## src/rtl/uart_calc_core.sv

```systemverilog
// UART command engine: receives OP1/OP2 (WIDTH bits each, LSB byte first) and a command byte,
// runs the ALU and returns result bytes plus a status byte. Optional inter-byte timeout: UART_CALC_TIMEOUT_EN.
module uart_calc_core #(
    parameter int WIDTH          = 16,
    parameter int TIMEOUT_CYCLES = 1_000_000
) (
    input  logic             CLK100MHZ,
    input  logic             CPU_RESETN,
    input  logic [7:0]       rx_data,
    input  logic             rx_ready,
    input  logic             tx_busy,
    output logic [7:0]       tx_data,
    output logic             tx_start,
    output logic [WIDTH-1:0] result,
    output logic             result_valid,
    output logic [2:0]       state,
    output logic             rx_drop,
    output logic             frame_err
);
    localparam int NB  = WIDTH / 8;
    localparam int SHW = $clog2(WIDTH);
    localparam logic [1:0] CNT_LAST = 2'(NB - 1);

    localparam logic [2:0] ST_RX_OP1  = 3'd0;
    localparam logic [2:0] ST_RX_OP2  = 3'd1;
    localparam logic [2:0] ST_RX_CMD  = 3'd2;
    localparam logic [2:0] ST_EXEC    = 3'd3;
    localparam logic [2:0] ST_TX_BYTE = 3'd4;
    localparam logic [2:0] ST_TX_WAIT = 3'd5;

    if ((WIDTH % 8) != 0 || WIDTH < 8 || WIDTH > 32 || TIMEOUT_CYCLES < 2) begin : g_param_check
        $error("uart_calc_core: illegal WIDTH or TIMEOUT_CYCLES");
    end

    function automatic logic [7:0] status_byte(input logic [WIDTH-1:0] res, input logic c);
        return {5'b00000, res[WIDTH-1], (res == {WIDTH{1'b0}}), c};
    endfunction

    logic [2:0]         state_q, state_d;
    logic [1:0]         cnt_q, cnt_d;
    logic [WIDTH-1:0]   op1_q, op1_d, op2_q, op2_d, result_q, result_d;
    logic [7:0]         cmd_q, cmd_d, tx_data_q, tx_data_d;
    logic [WIDTH+7:0]   tx_buf_q, tx_buf_d;
    logic [2:0]         tx_left_q, tx_left_d;
    logic               tx_first_q, tx_first_d;
    logic               tx_start_q, tx_start_d, result_valid_q, result_valid_d;
    logic               rx_drop_q, rx_drop_d, frame_err_q, frame_err_d;

    logic [WIDTH:0]     sum_s, diff_s;
    logic [2*WIDTH-1:0] prod_s;
    logic [WIDTH-1:0]   alu_res_s, byte_mask_s, byte_val_s;
    logic               alu_c_s;
    logic [4:0]         byte_sh_s;

    assign sum_s       = {1'b0, op1_q} + {1'b0, op2_q};
    assign diff_s      = {1'b0, op1_q} - {1'b0, op2_q};
    assign prod_s      = {{WIDTH{1'b0}}, op1_q} * {{WIDTH{1'b0}}, op2_q};
    assign byte_sh_s   = {cnt_q, 3'b000};
    assign byte_mask_s = WIDTH'(8'hFF) << byte_sh_s;
    assign byte_val_s  = WIDTH'(rx_data) << byte_sh_s;

    // ALU: result and carry/borrow/overflow flag for the latched command
    always_comb begin
        alu_res_s = {WIDTH{1'b0}};
        alu_c_s   = 1'b0;
        case (cmd_q[2:0])
            3'd0: begin alu_res_s = sum_s[WIDTH-1:0];  alu_c_s = sum_s[WIDTH];  end
            3'd1: begin alu_res_s = diff_s[WIDTH-1:0]; alu_c_s = diff_s[WIDTH]; end
            3'd2: alu_res_s = op1_q & op2_q;
            3'd3: alu_res_s = op1_q | op2_q;
            3'd4: alu_res_s = op1_q ^ op2_q;
            3'd5: alu_res_s = op1_q << op2_q[SHW-1:0];
            3'd6: alu_res_s = op1_q >> op2_q[SHW-1:0];
            3'd7: begin
                alu_res_s = prod_s[WIDTH-1:0];
                alu_c_s   = (prod_s[2*WIDTH-1:WIDTH] != {WIDTH{1'b0}});
            end
            default: alu_res_s = {WIDTH{1'b0}};
        endcase
    end

`ifdef UART_CALC_TIMEOUT_EN
    logic [31:0] tmo_q, tmo_d;
    logic        tmo_armed_s;
    assign tmo_armed_s = (state_q == ST_RX_OP2) || (state_q == ST_RX_CMD) ||
                         ((state_q == ST_RX_OP1) && (cnt_q != 2'd0));
`endif

    // Frame FSM next-state, byte capture, transmit queue and output pulses
    always_comb begin
        state_d        = state_q;
        cnt_d          = cnt_q;
        op1_d          = op1_q;
        op2_d          = op2_q;
        cmd_d          = cmd_q;
        result_d       = result_q;
        tx_data_d      = tx_data_q;
        tx_buf_d       = tx_buf_q;
        tx_left_d      = tx_left_q;
        tx_first_d     = tx_first_q;
        tx_start_d     = 1'b0;
        result_valid_d = 1'b0;
        rx_drop_d      = 1'b0;
        frame_err_d    = 1'b0;
        case (state_q)
            ST_RX_OP1, ST_RX_OP2: begin
                if (rx_ready) begin
                    if (state_q == ST_RX_OP1) begin
                        op1_d = (op1_q & ~byte_mask_s) | byte_val_s;
                    end else begin
                        op2_d = (op2_q & ~byte_mask_s) | byte_val_s;
                    end
                    if (cnt_q == CNT_LAST) begin
                        cnt_d   = 2'd0;
                        state_d = (state_q == ST_RX_OP1) ? ST_RX_OP2 : ST_RX_CMD;
                    end else begin
                        cnt_d = cnt_q + 2'd1;
                    end
                end else begin
                    cnt_d = cnt_q;
                end
            end
            ST_RX_CMD: begin
                if (rx_ready) begin
                    cmd_d   = rx_data;
                    state_d = ST_EXEC;
                end else begin
                    cmd_d = cmd_q;
                end
            end
            ST_EXEC: begin
                rx_drop_d = rx_ready;
                state_d   = ST_TX_BYTE;
                if (cmd_q[7:3] != 5'd0) begin
                    frame_err_d = 1'b1;
                    tx_buf_d    = {{WIDTH{1'b0}}, 8'hEE};
                    tx_left_d   = 3'd1;
                end else begin
                    result_d       = alu_res_s;
                    result_valid_d = 1'b1;
                    tx_buf_d       = {status_byte(alu_res_s, alu_c_s), alu_res_s};
                    tx_left_d      = 3'(NB + 1);
                end
            end
            ST_TX_BYTE: begin
                rx_drop_d = rx_ready;
                if (!tx_busy) begin
                    tx_data_d  = tx_buf_q[7:0];
                    tx_start_d = 1'b1;
                    tx_buf_d   = tx_buf_q >> 8;
                    tx_left_d  = tx_left_q - 3'd1;
                    tx_first_d = 1'b1;
                    state_d    = ST_TX_WAIT;
                end else begin
                    state_d = ST_TX_BYTE;
                end
            end
            ST_TX_WAIT: begin
                rx_drop_d = rx_ready;
                // busy may lag tx_start by a cycle, so the first cycle never decides
                if (tx_first_q) begin
                    tx_first_d = 1'b0;
                end else if (!tx_busy) begin
                    state_d = (tx_left_q != 3'd0) ? ST_TX_BYTE : ST_RX_OP1;
                end else begin
                    state_d = ST_TX_WAIT;
                end
            end
            default: begin
                state_d = ST_RX_OP1;
                cnt_d   = 2'd0;
            end
        endcase
`ifdef UART_CALC_TIMEOUT_EN
        tmo_d = tmo_q;
        if (!tmo_armed_s || rx_ready) begin
            tmo_d = 32'd0;
        end else if (tmo_q == 32'(TIMEOUT_CYCLES - 1)) begin
            tmo_d       = 32'd0;
            state_d     = ST_RX_OP1;
            cnt_d       = 2'd0;
            op1_d       = {WIDTH{1'b0}};
            op2_d       = {WIDTH{1'b0}};
            frame_err_d = 1'b1;
        end else begin
            tmo_d = tmo_q + 32'd1;
        end
`endif
    end

    // State and output registers
    always_ff @(posedge CLK100MHZ or negedge CPU_RESETN) begin
        if (!CPU_RESETN) begin
            state_q        <= ST_RX_OP1;
            cnt_q          <= 2'd0;
            op1_q          <= {WIDTH{1'b0}};
            op2_q          <= {WIDTH{1'b0}};
            cmd_q          <= 8'h00;
            result_q       <= {WIDTH{1'b0}};
            tx_data_q      <= 8'h00;
            tx_buf_q       <= {(WIDTH+8){1'b0}};
            tx_left_q      <= 3'd0;
            tx_first_q     <= 1'b0;
            tx_start_q     <= 1'b0;
            result_valid_q <= 1'b0;
            rx_drop_q      <= 1'b0;
            frame_err_q    <= 1'b0;
`ifdef UART_CALC_TIMEOUT_EN
            tmo_q          <= 32'd0;
`endif
        end else begin
            state_q        <= state_d;
            cnt_q          <= cnt_d;
            op1_q          <= op1_d;
            op2_q          <= op2_d;
            cmd_q          <= cmd_d;
            result_q       <= result_d;
            tx_data_q      <= tx_data_d;
            tx_buf_q       <= tx_buf_d;
            tx_left_q      <= tx_left_d;
            tx_first_q     <= tx_first_d;
            tx_start_q     <= tx_start_d;
            result_valid_q <= result_valid_d;
            rx_drop_q      <= rx_drop_d;
            frame_err_q    <= frame_err_d;
`ifdef UART_CALC_TIMEOUT_EN
            tmo_q          <= tmo_d;
`endif
        end
    end

    assign tx_data      = tx_data_q;
    assign tx_start     = tx_start_q;
    assign result       = result_q;
    assign result_valid = result_valid_q;
    assign state        = state_q;
    assign rx_drop      = rx_drop_q;
    assign frame_err    = frame_err_q;
endmodule
```

## config.mk

```make
export PLATFORM = sky130hd
export DESIGN_NAME = uart_calc_core
export DESIGN_NICKNAME = d
export VERILOG_FILES = /design/src/rtl/uart_calc_core.sv
export SDC_FILE = /design/constraint.sdc
export NUM_CORES = 1
export LEC_CHECK = 0
export ABC_AREA = 1
export BUFFER_PORTS_ARGS = -buffer_cell sky130_fd_sc_hd__buf_2
export CORE_UTILIZATION = 30
export DETAILED_ROUTE_END_ITERATION = 10
export SETUP_SLACK_MARGIN = 0.4
export SLEW_MARGIN = 20
export SYNTH_ARGS = -nofsm -noshare
export SYNTH_HDL_FRONTEND = slang
export SYNTH_SLANG_ARGS = --single-unit
```

## constraint.sdc

```tcl
create_clock -name CLK100MHZ -period 8.4 [get_ports CLK100MHZ]
set_clock_uncertainty 0.1 [all_clocks]
set_input_delay 0.42 -clock CLK100MHZ [delete_from_list [all_inputs] [get_ports CLK100MHZ]]
set_output_delay 0.42 -clock CLK100MHZ [all_outputs]
set_load 0.05 [all_outputs]
```

==> results by group <==
Global route
  – Gr busiest metal: met2
  – Vias in the first global route: roughly 16000
  – Met1 global-route usage: 0.270
  – Total gr overflow: 0
  – Antenna violations before repair: 0
  – Gr usage total: 0.201
  – Global Route met3 Usage: 0.0248
  – Largest net degree at the start of global routing: a little over 50
  – First-pass GRT wire length: between 80000 and 90000 µm
  – Grt met2 use: 0.334

Worst setup path
  – Critical Path RT: 8.53 ns
  – CP cell instances: ha_1 > fa_1 > inv_1 > fa_1 > fa_1 > fa_1 > inv_1 > fa_1 > inv_1 > fa_1 > inv_1 > ha_1 > nand2_1 > inv_1 > nand2_1 > nand2_1 > nand3b_1 > or2_2 > nand3_1 > nand3_1 > o21ai_0 > nand2_1
  – Cell family with most CP delay: adder cells
  – Reg2reg setup slack: roughly 1.8 ns
  – R2r endpoint: result[12]
  – Critical path launch point: op1_q[5]
  – Setup CP Type: register to register
  – Worst EP arrival: around 6.8 ns
  – Stages on worst setup path: 22
  – Worst-path maximum fanout: 19
  – Crit path largest cell delay: roughly 0.98 ns
  – Reg2Reg Depth: 22
  – Critical Path End Type: register
  – Worst path slowest cell: dfrtp_1
  – Top cell by count, worst path: fa_1
  – Worst Setup Start Kind: register
  – Worst setup path end: result[12]
  – Buf/Inv on CP: 5
  – Reg-to-Reg Start: op1_q[5]

Clock network
  – Post-CTS sizing: 0
  – TritonCTS clock tree: built
  – Root Driver: clkbuf_16
  – Hold Buf Count CTS: 0
  – CTS clk-pin slew, worst paths: around 0.070 ns
  – Clock Path Buffers: 2
  – Post CTS Setup Buffer Count: 0
  – Clock latency on the worst-skew pair: about 0.36 ns
  – Number of buffers created by CTS: 9
  – Max H-tree Level: 3
  – # clock sinks: 95

Synth
  – Post-Synthesis Cells: 2536
  – Synth warn: 0
  – Synthesized flop and latch total: 95
  – Area leader, netlist: fa_1
  – Async SR Flop Fraction: 1.00
  – Synth Net Count: roughly 2900
  – Synth Area per Inst: 6.69 µm²
  – Synthesized area: about 17000 µm²
  – Synth Flop Type: dfrtp_1
  – Ranking of synthesized cells by area: fa_1 23%, nand2_1 18%, dfrtp_1 14%
  – Count leader, synth: nand2_1
  – Most frequent cells after synthesis: 805 x nand2_1, 552 x inv_1, 196 x fa_1
  – Unique masters post-synth: 45
  – Seq/Total Area, Yosys: 0.140
  – Post-synth EDFFs: 0
  – Synth top area share: 0.231

Route
  – Remaining antenna violation count: 0
  – Initial DRC Count: 1372
  – Residual DRC: 0
  – Total iterations of the first detailed-routing run: 5
  – Final wirelength: 55300 µm
  – Vias per cell: 4.76
  – Vias: between 15000 and 20000
  – Avg WL per Cell: between 15 and 20 µm

STA
  – Tmin final: around 6.6 ns
  – Worst setup margin: 1.76 ns
  – Final slew viol count: 0
  – Slew headroom: 0.305
  – Fin crit share: 0.791
  – Final setup viols: 0
  – Hold Slack: -0.00540 ns
  – RSZ-0062 raised after global routing: no
  – FMAX: 150 MHz
  – Worst Tran Pin Value: between 1 and 1.5 ns
  – TNS Setup: 0 ns
  – Final hold violation count: 14

Layout
  – Area Overhead vs Synth: 7.28%
  – Nets: between 2000 and 3000
  – Layout cells sized above 1: 0.0448
  – N_diodes: 0
  – Design Area, Final: between 15000 and 20000 µm²

Floorplan
  – Boundary Pins: 43
  – Die area: 57500 µm²
  – Initial core utilization: 0.306
  – Die height: 240 µm
  – FP Rows: 86
  – Core box area: between 50000 and 60000 µm²
  – Die width: 240 µm

Placed design
  – Post-Place Cell Area: approximately 18000 µm²
  – Number of port buffers: between 40 and 50
  – RePlAce Congestion: just over 1
  – DP HPWL: approximately 45000 µm
  – Worst slack, placed: between 1.5 and 2 ns

Min path
  – Hold WC Path Type: input port to async pin

Run status
  – Status: complete, but fails checks
  – Violated checks: negative hold slack

Run
  – Max-cap violations: 0
-- cells by family (layout without fill, tap and decap cells) --
group | count (synthesis) | after routing | share of synthesized area
AOI/OAI and AO/OA | 229 | 229 | 0.0737
xor gates and xnor gates | 4 | 4 | 0.00206
adders and majority gates | 354 | 354 | 0.348
buffers and inverters | 661 | 646 | 0.149
DFF | 95 | 95 | 0.140
muxes | 7 | 7 | 0.00450
and+or+nand+nor | 1186 | 1186 | 0.283
-- state kept, by name, summed over array words and instances, names as in the netlist --
| signal | count |
|---|---|
| tx_buf_q | 18 |
| op1_q | 16 |
| op2_q | 16 |
| result | 16 |
| cmd_q | 8 |
| tx_data | 8 |
| state | 3 |
| tx_left_q | 3 |
| cnt_q | 2 |
| frame_err | 1 |
| result_valid | 1 |
| rx_drop | 1 |
| tx_first_q | 1 |
| tx_start | 1 |
-- cells in the final DEF (no fill, tap or decap), drive strengths merged, types with 2 or more instances in the layout --
master	instances
a31oi	3
a21oi	80
a211oi	2
and2	4
xnor2	2
nand2	811
o221ai	3
clkbuf	11
mux2i	2
clkinv	3
or2	9
nor3	14
dfrtp	95
buf	72
nand4	18
fa	196
o21bai	9
mux2	5
ha	158
xor2	2
nor2	168
nand3b	7
nand3	150
o21ai	101
o21a	4
and3	2
nor4	2
o211ai	8
o22ai	14
inv	558
-- per-stage QoR --
step,utilization,hold WS [ns],cells
floorplan,-,0.0244,2536
global placement,0.323,0.351,3253
detailed placement,0.323,0.355,3253
CTS,0.328,0.00738,3269
global route,0.328,0.0493,3269
finish,0.328,-0.00540,3269
-- worst min path at each step --
stage / startpoint / to / slack [ns] / cells past startpoint
2_1_floorplan: CPU_RESETN / cmd_q[0] / 0.02 / 0
3_3_place_gp: tx_data[2] / tx_data[2] / 0.35 / 2
3_5_place_dp: tx_data[2] / tx_data[2] / 0.36 / 2
4_1_cts: CPU_RESETN / op1_q[3] / 0.007 / 1
5_1_grt: CPU_RESETN / result[7] / 0.05 / 1
6_report: CPU_RESETN / tx_start / -0.005 / 1
-- metal layers --
layer	wire length (µm)	vias to the layer above
met4	1680	0
li1	-	7570
met2	25600	492
met1	24600	7424
met5	0	-
met3	3460	74
-- final cells by class --
| cell class | instances | area (µm²) |
|---|---|---|
| Inverter | 558 | 2090 |
| Clock buffer | 11 | 243 |
| Timing Repair Buffer | 72 | 438 |
| Tap cell | 748 | 936 |
| Fill cell | 6143 | 37300 |
| Sequential cell | 95 | 2380 |
| Clock inverter | 5 | 56.3 |
| Multi-Input combinational cell | 1780 | 12100 |
Power is not shown: default switching activity piles up to over one toggle a cycle in this logic, so the estimate is an artifact.
